[config.mk]
export PLATFORM = sky130hd
export DESIGN_NAME = uart_report_arbiter
export DESIGN_NICKNAME = d
export VERILOG_FILES = /design/src/rtl/uart_report_arbiter.sv
export SDC_FILE = /design/constraint.sdc
export NUM_CORES = 1
export LEC_CHECK = 0
export CAP_MARGIN = 40
export CORE_ASPECT_RATIO = 1.25
export CORE_MARGIN = 3
export CORE_UTILIZATION = 35
export CTS_BUF_LIST = sky130_fd_sc_hd__clkbuf_4
export CTS_CLUSTER_DIAMETER = 60
export DETAILED_ROUTE_END_ITERATION = 10
export HOLD_SLACK_MARGIN = 0.05
export PLACE_DENSITY_LB_ADDON = 0.08
export SYNTH_ARGS = -nofsm -noshare
export SYNTH_HDL_FRONTEND = slang
export SYNTH_SLANG_ARGS = --single-unit
export TNS_END_PERCENT = 20
[constraint.sdc]
create_clock -name clk -period 3.4 [get_ports clk]
set_input_delay 1.02 -clock clk [delete_from_list [all_inputs] [get_ports clk]]
set_output_delay 1.02 -clock clk [all_outputs]
set_load 0.02 [all_outputs]
[src/rtl/uart_report_arbiter.sv]
`default_nettype none
// ============================================================================
// Module      : uart_report_arbiter
// Description : Round-robin arbiter that frames 16-bit report words into
//               5-byte packets (sync, id, hi, lo, checksum) for a byte UART TX.
// Revision    : 1.0
// ============================================================================
module uart_report_arbiter #(
  parameter int unsigned NUM_REQ   = 4,
  parameter logic [7:0]  SYNC_BYTE = 8'hA5
) (
  input  logic                   clk,
  input  logic                   rst,
  input  logic [NUM_REQ-1:0]     req_valid,
  input  logic [16*NUM_REQ-1:0]  req_data,
  output logic [NUM_REQ-1:0]     req_ready,
  output logic [7:0]             tx_data,
  output logic                   tx_valid,
  input  logic                   tx_ready,
  output logic                   busy,
  output logic [3:0]             grant_id
);

  localparam logic [2:0] S_IDLE = 3'd0;
  localparam logic [2:0] S_SYNC = 3'd1;
  localparam logic [2:0] S_ID   = 3'd2;
  localparam logic [2:0] S_HI   = 3'd3;
  localparam logic [2:0] S_LO   = 3'd4;
  localparam logic [2:0] S_CHK  = 3'd5;

  logic [2:0]  state_q, state_d;
  logic [3:0]  ptr_q, ptr_d;
  logic [3:0]  id_q, id_d;
  logic [3:0]  grant_id_q, grant_id_d;
  logic [15:0] word_q, word_d;
  logic [7:0]  tx_data_q, tx_data_d;
  logic        tx_valid_q, tx_valid_d;
  logic        busy_q, busy_d;

  logic [15:0] valid_ext;
  logic        win_found;
  logic [3:0]  win_idx;
  logic [15:0] win_word;
  logic        grant;
  logic        xfer;
  logic [7:0]  chk;
  logic [4:0]  ptr_inc;

  // Zero-extend so a 4-bit index is always in range regardless of NUM_REQ.
  assign valid_ext = 16'(req_valid);

  always_comb begin
    logic [4:0] cand;
    win_found = 1'b0;
    win_idx   = 4'd0;
    cand      = 5'd0;
    for (int k = 0; k < NUM_REQ; k++) begin
      cand = {1'b0, ptr_q} + 5'(k);
      if (cand >= 5'(NUM_REQ)) cand = cand - 5'(NUM_REQ);
      if (!win_found && valid_ext[cand[3:0]]) begin
        win_found = 1'b1;
        win_idx   = cand[3:0];
      end
    end
  end

  always_comb begin
    win_word = 16'h0000;
    for (int i = 0; i < NUM_REQ; i++) begin
      if (win_idx == 4'(i)) win_word = req_data[16*i +: 16];
    end
  end

  assign grant   = (state_q == S_IDLE) && win_found && !rst;
  assign xfer    = tx_valid_q && tx_ready;
  assign chk     = SYNC_BYTE ^ {4'h0, id_q} ^ word_q[15:8] ^ word_q[7:0];
  assign ptr_inc = {1'b0, id_q} + 5'd1;

  always_comb begin
    for (int i = 0; i < NUM_REQ; i++) begin
      req_ready[i] = grant && (win_idx == 4'(i));
    end
  end

  always_ff @(posedge clk) begin
    if (rst) begin
      state_q    <= S_IDLE;
      ptr_q      <= 4'd0;
      id_q       <= 4'd0;
      word_q     <= 16'h0000;
      grant_id_q <= 4'd0;
      tx_data_q  <= 8'h00;
      tx_valid_q <= 1'b0;
      busy_q     <= 1'b0;
    end else begin
      state_q    <= state_d;
      ptr_q      <= ptr_d;
      id_q       <= id_d;
      word_q     <= word_d;
      grant_id_q <= grant_id_d;
      tx_data_q  <= tx_data_d;
      tx_valid_q <= tx_valid_d;
      busy_q     <= busy_d;
    end
  end

  always_comb begin
    state_d = state_q;
    case (state_q)
      S_IDLE:  if (grant) state_d = S_SYNC;
      S_SYNC:  if (xfer)  state_d = S_ID;
      S_ID:    if (xfer)  state_d = S_HI;
      S_HI:    if (xfer)  state_d = S_LO;
      S_LO:    if (xfer)  state_d = S_CHK;
      S_CHK:   if (xfer)  state_d = S_IDLE;
      default:            state_d = S_IDLE;
    endcase
  end

  // Each accepted byte loads the next one, so tx_data is held during stalls.
  always_comb begin
    ptr_d      = ptr_q;
    id_d       = id_q;
    word_d     = word_q;
    grant_id_d = grant_id_q;
    tx_data_d  = tx_data_q;
    tx_valid_d = tx_valid_q;
    busy_d     = (state_d != S_IDLE);
    if (grant) begin
      id_d       = win_idx;
      word_d     = win_word;
      grant_id_d = win_idx;
      tx_data_d  = SYNC_BYTE;
      tx_valid_d = 1'b1;
    end else if (xfer) begin
      case (state_q)
        S_SYNC: tx_data_d = {4'h0, id_q};
        S_ID:   tx_data_d = word_q[15:8];
        S_HI:   tx_data_d = word_q[7:0];
        S_LO:   tx_data_d = chk;
        S_CHK: begin
          tx_valid_d = 1'b0;
          ptr_d      = (ptr_inc >= 5'(NUM_REQ)) ? 4'd0 : ptr_inc[3:0];
        end
        default: tx_valid_d = 1'b0;
      endcase
    end
  end

  assign tx_data  = tx_data_q;
  assign tx_valid = tx_valid_q;
  assign busy     = busy_q;
  assign grant_id = grant_id_q;

endmodule
`default_nettype wire

==> out/qor.yml <==
clock_tree:
  cts_buffers: 5
  cts_max_path_buffers: 2
  clkSinkCount: 37
  cts_max_level: 2
  cts.reportedPaths.clkPinSlew_ps: 110
  cts_hold_repair.buffers: 0
  cts_tree: "built"
  clock_latency_late_sink_ps: 330
  clk_root_buffer_cell: "sky130_fd_sc_hd__clkbuf_4"
grt:
  grt_first_pass_wirelength_um: 14900
  antenna_found_initial: 0
  grt_overflow: 0
  grt_max_degree: 21
  first_global_vias: 3082
  grt_use_total: 0.201
route:
  detail_route.first_pass.iterations: 4
  remaining_drc_errors: 0
  ant_nets: 0
  finalWirelength_um: 9340
  detailedRoute.firstIterationViolations: 170
  detail_route.wl_per_cell_um: 16.0
  detailroute.via_count: 3167
  vias_per_cell: 5.44
critical_path:
  timing.critical_path.slowest_stage_cell: "sky130_fd_sc_hd__mux4_2"
  rr_endpoint: "word_q[4]$_SDFFE_PP0P_"
  cp.arrival_ps: 2800
  worstPathRequired_ps: 2380
  worstSetupStartpointType: "primary input"
  endpoint_kind: "output pin"
  cp_max_fo: 6
  worstRegToRegCells: 13
  crit-reg2reg-launch: "ptr_q[1]$_SDFFE_PP0P_"
  crit_path_max_incr_delay_ps: 520
  reg2reg_slack_ps: 390
  crit_type: "primary input to output pin"
  path_cells: "dlygate4sd2_1 > mux4_2 > o211a_4 > o41ai_4 > nor2_4 > and3_4 > buf_6"
run_status:
  failing_checks: "negative setup slack"
  run_status: "finished with violations"
final_layout:
  n_antenna_cell: 0
  layout-drive-gt1-share: 0.251
  syn_to_final_growth_pct: 59.2
  nets: 569
die:
  design.core.area_mm2: 0.00793
  die_width_um: 87.5
  initial_utilization: 0.366
  placement_rows: 36
  dieArea_mm2: 0.00943
  io_count: 89
  die-height_um: 108
placement:
  numPortBuffers: 88
  hpwl_um: 7020
  routabilityCongestion: 0.815
  pre_cts_slack_ps: -1160
yosys:
  synth_nets: 436
  postSynthCellCount: 353
  synth_enable_flop_cells: 0
  netlist-cell-type-count: 53
  ys_seq_area_frac: 0.255
  async_flop_share: 0
  synth.avg_cell_area_um2: 8.22
  synth-warning-count: 0
  mappedNetlistArea_mm2: 0.00290
  dominantRegCellSynth: "sky130_fd_sc_hd__dfxtp_1"
  synthesized_flop_and_latch_total: 37
timing:
  rsz0062_at_grt: "true"
  timing_worst_slew_pin_value_ps: 509
  post-route-worst-setup-slack_ps: -422
  slew_headroom: 0.661
  finalCritPeriodShare: 1.12
  final-max-slew-violation-count: 0
  timing_hold_violations_final: 0
  final-setup-viol-count: 4
  finalClockSkew_ps: 8.86
  sum_of_negative_setup_slack_ps: -1650
  fin_worst_hold_slack_ps: 506
  finalCriticalPeriod_ps: 3820
  max_freq_ghz: 0.262
hold_path:
  hold-path-endpoint: "tx_data[3]$_SDFFE_PP0P_"
  min_delay_path_depth: 2
  worstHoldStart: "tx_data[3]$_SDFFE_PP0P_"
  min-delay-path-class: "register to register"
run:
  maxCapViolCount: 0
power:
  power_density_mw_per_mm2: 262
  peakVddDrop_mv: 0.271
  total_power_mw: 1.21
  power_leakage_nw: 1.76
==> cell families (layout without fill, tap and decap cells) <==
family	Yosys count	in the layout	share of synthesized area
buf+inv	32	166	0.0517
mux	30	30	0.109
simple gates	115	115	0.211
compound gates	117	117	0.291
fa+ha+maj	12	12	0.0517
xor+xnor	10	10	0.0302
flops	37	37	0.255
==> layout by cell type, fill, tap and decap left out, types with 3 or more instances in the layout <==
cell type	n
sky130_fd_sc_hd__clkdlybuf4s50_1	80
sky130_fd_sc_hd__buf_4	56
sky130_fd_sc_hd__dfxtp_1	34
sky130_fd_sc_hd__nand2_1	31
sky130_fd_sc_hd__o211ai_1	31
sky130_fd_sc_hd__mux2i_1	24
sky130_fd_sc_hd__nor2_1	19
sky130_fd_sc_hd__a21oi_1	19
sky130_fd_sc_hd__o21ai_0	19
sky130_fd_sc_hd__and4_1	15
sky130_fd_sc_hd__o31a_1	13
sky130_fd_sc_hd__nand3_1	9
sky130_fd_sc_hd__buf_6	9
sky130_fd_sc_hd__nand2b_1	7
sky130_fd_sc_hd__inv_1	6
sky130_fd_sc_hd__ha_1	6
sky130_fd_sc_hd__clkbuf_4	6
sky130_fd_sc_hd__a211oi_1	5
sky130_fd_sc_hd__o221ai_1	5
sky130_fd_sc_hd__ha_4	5
sky130_fd_sc_hd__xnor2_1	4
sky130_fd_sc_hd__nand3b_1	4
sky130_fd_sc_hd__dlygate4sd2_1	4
sky130_fd_sc_hd__xor2_1	3
sky130_fd_sc_hd__mux2i_2	3
sky130_fd_sc_hd__nor2_4	3
sky130_fd_sc_hd__nor2b_1	3
sky130_fd_sc_hd__nor3_1	3
sky130_fd_sc_hd__o22ai_1	3
==> critical path: cells and delay by family <==
| kind | cells | cell delay [ps] |
|---|---|---|
| buffers and inverters | 2 | 380 |
| muxes | 1 | 520 |
| and+or+nand+nor | 2 | 280 |
| AOI/OAI and AO/OA | 2 | 590 |
==> cells in the mapped netlist (all sizes together), types with 2 or more instances <==
cell	number	area [um^2]
dfxtp	37	741
nand2	32	120
o211ai	31	233
mux2i	28	284
nor2	24	92.6
a21oi	22	114
o21ai	20	100
clkbuf	16	60.1
and4	15	131
o31a	13	114
ha	12	150
nand3	10	50.1
buf	8	60.1
inv	8	30.0
nand2b	8	50.1
a211oi	6	45.0
o221ai	6	52.6
xnor2	6	52.6
o22ai	5	37.5
nand3b	4	30.0
nor2b	4	25.0
nor3	4	20.0
xor2	4	35.0
and2	3	18.8
o211a	3	30.0
or2	3	18.8
a31oi	2	12.5
a32oi	2	17.5
and3	2	12.5
nand4	2	12.5
==> state kept, by name (all words and copies together), names as in the netlist <==
register and flops:
grant_id 4, busy 1, word_q 16, state_q 3
tx_valid 1, ptr_q 4, tx_data 8
==> report_power, final <==
part           internal [mW]  switching (mW)
Combinational          0.220           0.184
Clock                  0.161           0.141
Sequential             0.470          0.0351
==> final cells by class <==
class / count / area (um^2)
inverter: 8 / 30.0
timing repair buffer: 150 / 1380
tap: 95 / 119
multi-input combinational: 284 / 2270
clock inverter: 2 / 33.8
clock buffer: 6 / 45.0
sequential: 37 / 747
fill: 772 / 3310
==> worst max path at each step <==
| stage | from | endpoint | slack, ps | depth (start not counted) |
|---|---|---|---|---|
| after floorplan | req_valid[0] | req_ready[1] | -210 | 7 |
| after global placement | req_valid[1] | req_ready[2] | -1100 | 8 |
| after detailed placement | req_valid[1] | req_ready[2] | -1160 | 8 |
| after CTS | ptr_q[1]$_SDFFE_PP0P_ | req_ready[2] | -440 | 12 |
| after global routing | ptr_q[1]$_SDFFE_PP0P_ | req_ready[3] | -550 | 14 |
| final | req_valid[0] | req_ready[2] | -420 | 7 |
==> stage by stage <==
| step | utilization | cells | area (um^2) |
|---|---|---|---|
| global placement | 0.524 | 555 | 4150 |
| finish | 0.583 | 582 | 4620 |
| global route | 0.583 | 582 | 4620 |
| floorplan | - | 353 | 2950 |
| CTS | 0.572 | 579 | 4540 |
| detailed placement | 0.524 | 555 | 4150 |
==> routing by layer <==
layer / routed length, um / GRT usage
met5: 0 / 0
met4: 181 / 0.0581
met3: 433 / 0.0345
met2: 4700 / 0.347
met1: 4030 / 0.251
==> repair_timing <==
item,4_1_cts,5_1_grt
resized for setup,64,15
pin swaps,25,11
setup endpoints to repair,4,4
buffers inserted,16,3
Power figures use the tool's default switching activity.
